===== src/rtl/seg_scan_driver.sv =====
// Four-digit multiplexed seven-segment scan driver.
// Each digit slot lasts SCAN_DIV cycles; the first cycle of every slot is a blanked
// anti-ghost gap. Digit, decimal-point and blink inputs go into shadow registers once
// per frame, so a frame never shows a mix of old and new values.
// Optional feature: define SEG_SCAN_BLINK_EN to build the blink counter and per-digit
// blinking. Without it, blink_mask is accepted but ignored.
// All outputs are decoded from registered state only.
module seg_scan_driver #(
  parameter int unsigned SCAN_DIV  = 100000,
  parameter int unsigned BLINK_DIV = 50000000
) (
  input  logic        clk,
  input  logic        rst,
  input  logic [15:0] digits,
  input  logic [3:0]  dp_mask,
  input  logic [3:0]  blink_mask,
  input  logic        blank,
  output logic [3:0]  an,
  output logic [6:0]  seg,
  output logic        dp
);

  localparam int unsigned CntW = $clog2(SCAN_DIV);

  logic [CntW-1:0] cnt_q;
  logic [1:0]      idx_q;
  logic [15:0]     digits_sh_q;
  logic [3:0]      dp_sh_q;
  logic            blank_q;
  logic            cnt_wrap;
  logic            frame_end;
  logic            blink_off;

  assign cnt_wrap  = (cnt_q == CntW'(SCAN_DIV - 1));
  assign frame_end = cnt_wrap && (idx_q == 2'd3);

  // Slot timing: cnt runs through one digit slot, idx steps to the next digit on wrap.
  always_ff @(posedge clk) begin
    if (!rst) begin
      cnt_q <= '0;
      idx_q <= '0;
    end else if (cnt_wrap) begin
      cnt_q <= '0;
      idx_q <= idx_q + 2'd1;
    end else begin
      cnt_q <= cnt_q + 1'b1;
    end
  end

  // Blank is registered so that no input has a combinational path to the outputs.
  always_ff @(posedge clk) begin
    if (!rst) begin
      blank_q <= 1'b0;
    end else begin
      blank_q <= blank;
    end
  end

`ifdef SEG_SCAN_BLINK_EN
  localparam int unsigned BlinkW = (BLINK_DIV > 1) ? $clog2(BLINK_DIV) : 1;

  logic [BlinkW-1:0] blink_cnt_q;
  logic              phase_q;
  logic [3:0]        blink_sh_q;

  // Free-running blink timebase; the phase toggles once per BLINK_DIV cycles.
  always_ff @(posedge clk) begin
    if (!rst) begin
      blink_cnt_q <= '0;
      phase_q     <= 1'b0;
    end else if (blink_cnt_q == BlinkW'(BLINK_DIV - 1)) begin
      blink_cnt_q <= '0;
      phase_q     <= ~phase_q;
    end else begin
      blink_cnt_q <= blink_cnt_q + 1'b1;
    end
  end

  // Blink mask shadow, captured together with the other shadows at frame end.
  always_ff @(posedge clk) begin
    if (!rst) begin
      blink_sh_q <= '0;
    end else if (frame_end) begin
      blink_sh_q <= blink_mask;
    end
  end

  assign blink_off = phase_q & blink_sh_q[idx_q];
`else
  logic unused_blink_mask;

  assign unused_blink_mask = ^blink_mask;
  assign blink_off         = 1'b0;
`endif

  // Digit and decimal-point shadows, loaded on the last cycle of the frame.
  always_ff @(posedge clk) begin
    if (!rst) begin
      digits_sh_q <= '0;
      dp_sh_q     <= '0;
    end else if (frame_end) begin
      digits_sh_q <= digits;
      dp_sh_q     <= dp_mask;
    end
  end

  // Active-low {g,f,e,d,c,b,a}; A..E are dark but keep the anode on, F is a dash.
  function automatic logic [6:0] decode(input logic [3:0] code);
    logic [6:0] s;
    case (code)
      4'h0:    s = 7'b1000000;
      4'h1:    s = 7'b1111001;
      4'h2:    s = 7'b0100100;
      4'h3:    s = 7'b0110000;
      4'h4:    s = 7'b0011001;
      4'h5:    s = 7'b0010010;
      4'h6:    s = 7'b0000010;
      4'h7:    s = 7'b1111000;
      4'h8:    s = 7'b0000000;
      4'h9:    s = 7'b0010000;
      4'hF:    s = 7'b0111111;
      default: s = 7'b1111111;
    endcase
    return s;
  endfunction

  // Output decode: everything dark during the gap, blank, or a blinked-off slot.
  always_comb begin
    an  = 4'b1111;
    seg = 7'b1111111;
    dp  = 1'b1;
    if ((cnt_q != '0) && !blank_q && !blink_off) begin
      an  = ~(4'b0001 << idx_q);
      seg = decode(digits_sh_q[{idx_q, 2'b00} +: 4]);
      dp  = ~dp_sh_q[idx_q];
    end
  end

endmodule

===== config.mk =====
export PLATFORM = sky130hd
export DESIGN_NAME = seg_scan_driver
export DESIGN_NICKNAME = d
export VERILOG_FILES = /design/src/rtl/seg_scan_driver.sv
export SDC_FILE = /design/constraint.sdc
export NUM_CORES = 1
export LEC_CHECK = 0
export BUFFER_PORTS_ARGS = -buffer_cell sky130_fd_sc_hd__buf_2
export CAP_MARGIN = 0
export CORE_ASPECT_RATIO = 1.25
export CORE_MARGIN = 2
export CORE_UTILIZATION = 50
export DETAILED_ROUTE_END_ITERATION = 12
export GPL_ROUTABILITY_DRIVEN = 0
export GPL_TIMING_DRIVEN = 0
export PLACE_DENSITY = 0.76
export SKIP_CTS_REPAIR_TIMING = 1
export SYNTH_ARGS = -nofsm -noshare
export SYNTH_HDL_FRONTEND = slang
export SYNTH_SLANG_ARGS = --single-unit

===== constraint.sdc =====
create_clock -name clk -period 2.3 [get_ports clk]
set_clock_uncertainty 0.1 [all_clocks]
set_input_delay 0.46 -clock clk [delete_from_list [all_inputs] [get_ports clk]]
set_output_delay 0.46 -clock clk [all_outputs]
set_load 0.01 [all_outputs]

==> summary.md <==
| Metric | Value |
|---|---|
| Outcome | `finished, violations left` |
| Failing checks | `setup timing` |
| Starting density of the core | `52.48%` |
| Path depth of the worst reg2reg path | `7` |
| GRT Total Usage | `19.31%` |
| Critical Path Source | `idx_q[0]$_SDFFE_PN0N_` |
| Router iterations before antenna repair | `4` |
| Post-route cell area | `0.002661 mm^2` |
| Max-slew violation count | `0` |
| Number of synthesized register bits | `40` |
| Sequential-to-total area share from yosys stat | `36.93%` |
| Filler cells | `352` |
| Ant diodes | `0` |
| Core Region | `0.004131 mm^2` |
| Crit path DAT | `2240 ps` |
| Setup Viol. Count Final | `7` |
| CTS tree | `done` |
| EDFF count, synth | `0` |
| Required time of the critical path | `1740 ps` |
| Number of global-route vias before repair | `1720` |
| Mapped Cells | `248` |
| Min Hold Slack | `287.7 ps` |
| Initial antenna violation count | `0` |
| Final Hold Fails | `0` |
| Crit path cell chain | `buf_6 > mux4_2 > inv_4 > ha_4 > inv_2 > mux2_4 > o22ai_2 > nand2_1 > buf_2` |
| Setup crit end | `seg[4]` |
| Fin crit period | `2799 ps` |
| Syn_area_per_cell | `8.743 um^2` |
| Asr flop ratio synth | `0%` |
| Post-Layout Cell Count | `353` |
| ANT nets after route | `0` |
| CP Capture Type | `primary output` |
| Slowest stage delay, CP | `600 ps` |
| Top cells by area, synth | `dfxtp_1, nand2_1, mux2i_1, ha_1, xor2_1` |
| Final worst slack | `-499.0 ps` |
| FMAX | `0.3573 GHz` |
| Crit start category | `register` |
| Worst slew margin | `69.54%` |
| Width of the die | `62.90 um` |
| Post-synth top flop | `dfxtp_1` |
| Post-synth top area share | `36.93%` |
| PwrDens | `525.4 mW/mm^2` |
| RR Startpoint | `cnt_q[0]$_SDFF_PP0_` |
| Placed Cells | `337` |
| Layout cells sized above 1 | `27.27%` |
| Via count | `1838` |
| Largest net degree at the start of global routing | `13` |
| Worst setup path category | `reg2out` |
| Crit-path slowest cell | `mux4_2` |
| Unrepaired setup endpoints after global routing | `yes` |
| Clock Latency Late Sink | `300 ps` |
| Die ar. | `0.004883 mm^2` |
| Mapped Nets | `287` |
| Post-Synthesis Cell Area | `0.002168 mm^2` |
| Root Driver | `clkbuf_8` |
| Area delta synth->final | `22.74%` |
| Htree depth | `2` |
| Placed Instance Area | `0.002417 mm^2` |
| DRT iter0 DRCs | `87` |
| Post-synth top area cell | `dfxtp_1` |
| Top-count cell post-synth | `nand2_1` |
| Clock sink count | `40` |
| Post-layout utilization of the core | `64.42%` |
| Avg WL per Cell | `13.29 um` |
| Final period util | `121.7%` |
| YS warnings | `0` |
| Congestion Overflow GR | `0` |
| Die Y | `77.63 um` |
| TritonCTS Buffers | `5` |
| Pleak | `1.182 nW` |
| Drt total wl | `4693 um` |
| Worst Max-Slew Pin Slew | `456.9 ps` |
| Clock slew at reported path FFs | `80 ps` |
| R2r setup slk | `300 ps` |
| RR Endpoint | `cnt_q[6]$_SDFF_PP0_` |
| Max-Cap Viols | `0` |
| I/O pin count | `39` |
| Nets@finish | `335` |
| Max Root-Sink Buffers | `2` |
| Critical path fanouts, max | `7` |
| Number of distinct library cells after synthesis | `37` |
| Cell Rows | `26` |
| Port Buf Inserts | `33` |
| Type of the tightest min-delay check | `in2reg` |
| Vias per inst | `5.207` |
| First-pass GRT wire length | `7452 um` |
| Hpwl dp | `3307 um` |
| Max IR drop VDD | `0.4435 mV` |
| DRC | `0` |
| Most instantiated cells after synthesis | `nand2_1, dfxtp_1, mux2i_1` |
## per-stage QoR
stage	TNS (ps)	power (mW)	setup slack, ps
floorplan	-2.764	0.7870	-2.764
global placement	-977.0	0.8347	-255.7
detailed placement	-1205	0.8367	-279.5
CTS	-5157	1.391	-608.5
global route	-3382	1.453	-557.7
finish	-2832	1.398	-499.0
## registers in the layout (all words and copies together), names as in the netlist
name and cells:
digits_sh_q 16, idx_q 2, blank_q 1, cnt_q 17, dp_sh_q 4
## power breakdown
group          total (mW)  internal, mW  switching, mW
Sequential          0.707         0.698        0.00874
Clock               0.563         0.322          0.241
Combinational       0.129        0.0560         0.0729
## area by class of cell
cell class                      count  area, um^2  area share, %
Timing Repair Buffer               41       225.2          8.463
Sequential cell                    40       808.3          30.37
Multi-Input combinational cell    184        1343          50.45
Clock buffer                        6       72.57          2.727
Tap cell                           56       70.07          2.633
Buffer                             12       60.06          2.257
Inverter                           12       47.55          1.787
Clock inverter                      2       35.03          1.316
## cell usage in the layout, fill, tap and decap left out, drive strengths merged, types with 2 or more instances in the layout
cell type and instances:
mux2i 21, or3 4, inv 12, xnor2 5
mux4 5, o21ai 6, nor2 18, xor2 8
a22oi 2, nand2 57, dfxtp 40, and2 2
and3 2, buf 47, nand4 6, nor4 3
o211ai 2, ha 12, nand3 7, a21oi 7
and4 4, clkbuf 12, nor3 3
## worst max-delay path: cells and delay by family, from the launching register on
kind	cells	cell delay [ps]
mux	2	850
buf+inv	4	420
flops	1	340
fa+ha+maj	1	120
compound gates	1	120
simple gates	1	80
## metal layers
layer | vias to the layer above | routed length, um | part of all wire, % | global-route usage, %
li1 | 944 | - | - | -
met1 | 857 | 1944 | 41 | 21.28
met2 | 32 | 2526 | 54 | 35.11
met3 | 5 | 154 | 3.3 | 4.928
met4 | 0 | 67 | 1.4 | 7.333
met5 | - | 0 | 0 | 0
## worst min-delay path by stage
| stage | endpoint | slack (ps) | startpoint | cells past startpoint |
|---|---|---|---|---|
| after CTS | blank_q$_SDFF_PN0_ | 290 | blank | 2 |
| after global placement | dp_sh_q[0]$_SDFFE_PN0P_ | 340 | dp_sh_q[0]$_SDFFE_PN0P_ | 2 |
| final | blank_q$_SDFF_PN0_ | 290 | blank | 2 |
| after detailed placement | digits_sh_q[13]$_SDFFE_PN0P_ | 360 | digits_sh_q[13]$_SDFFE_PN0P_ | 2 |
| after global routing | blank_q$_SDFF_PN0_ | 300 | blank | 2 |
| after floorplan | dp_sh_q[1]$_SDFFE_PN0P_ | 330 | dp_sh_q[1]$_SDFFE_PN0P_ | 2 |
## cell families (layout without fill, tap and decap cells)
| logic type | Yosys count | after routing | share of synthesized area [%] |
|---|---|---|---|
| adder cells (fa/ha/maj) | 12 | 12 | 6.924 |
| multiplexers | 27 | 27 | 15.75 |
| AND/OR/NAND/NOR | 109 | 109 | 22.97 |
| AO/OA/AOI/OAI | 22 | 23 | 7.213 |
| XOR/XNOR | 13 | 13 | 5.251 |
| buffers and inverters | 25 | 73 | 4.962 |
| flip-flops | 40 | 40 | 36.93 |
(Power assumes the default switching activity.)
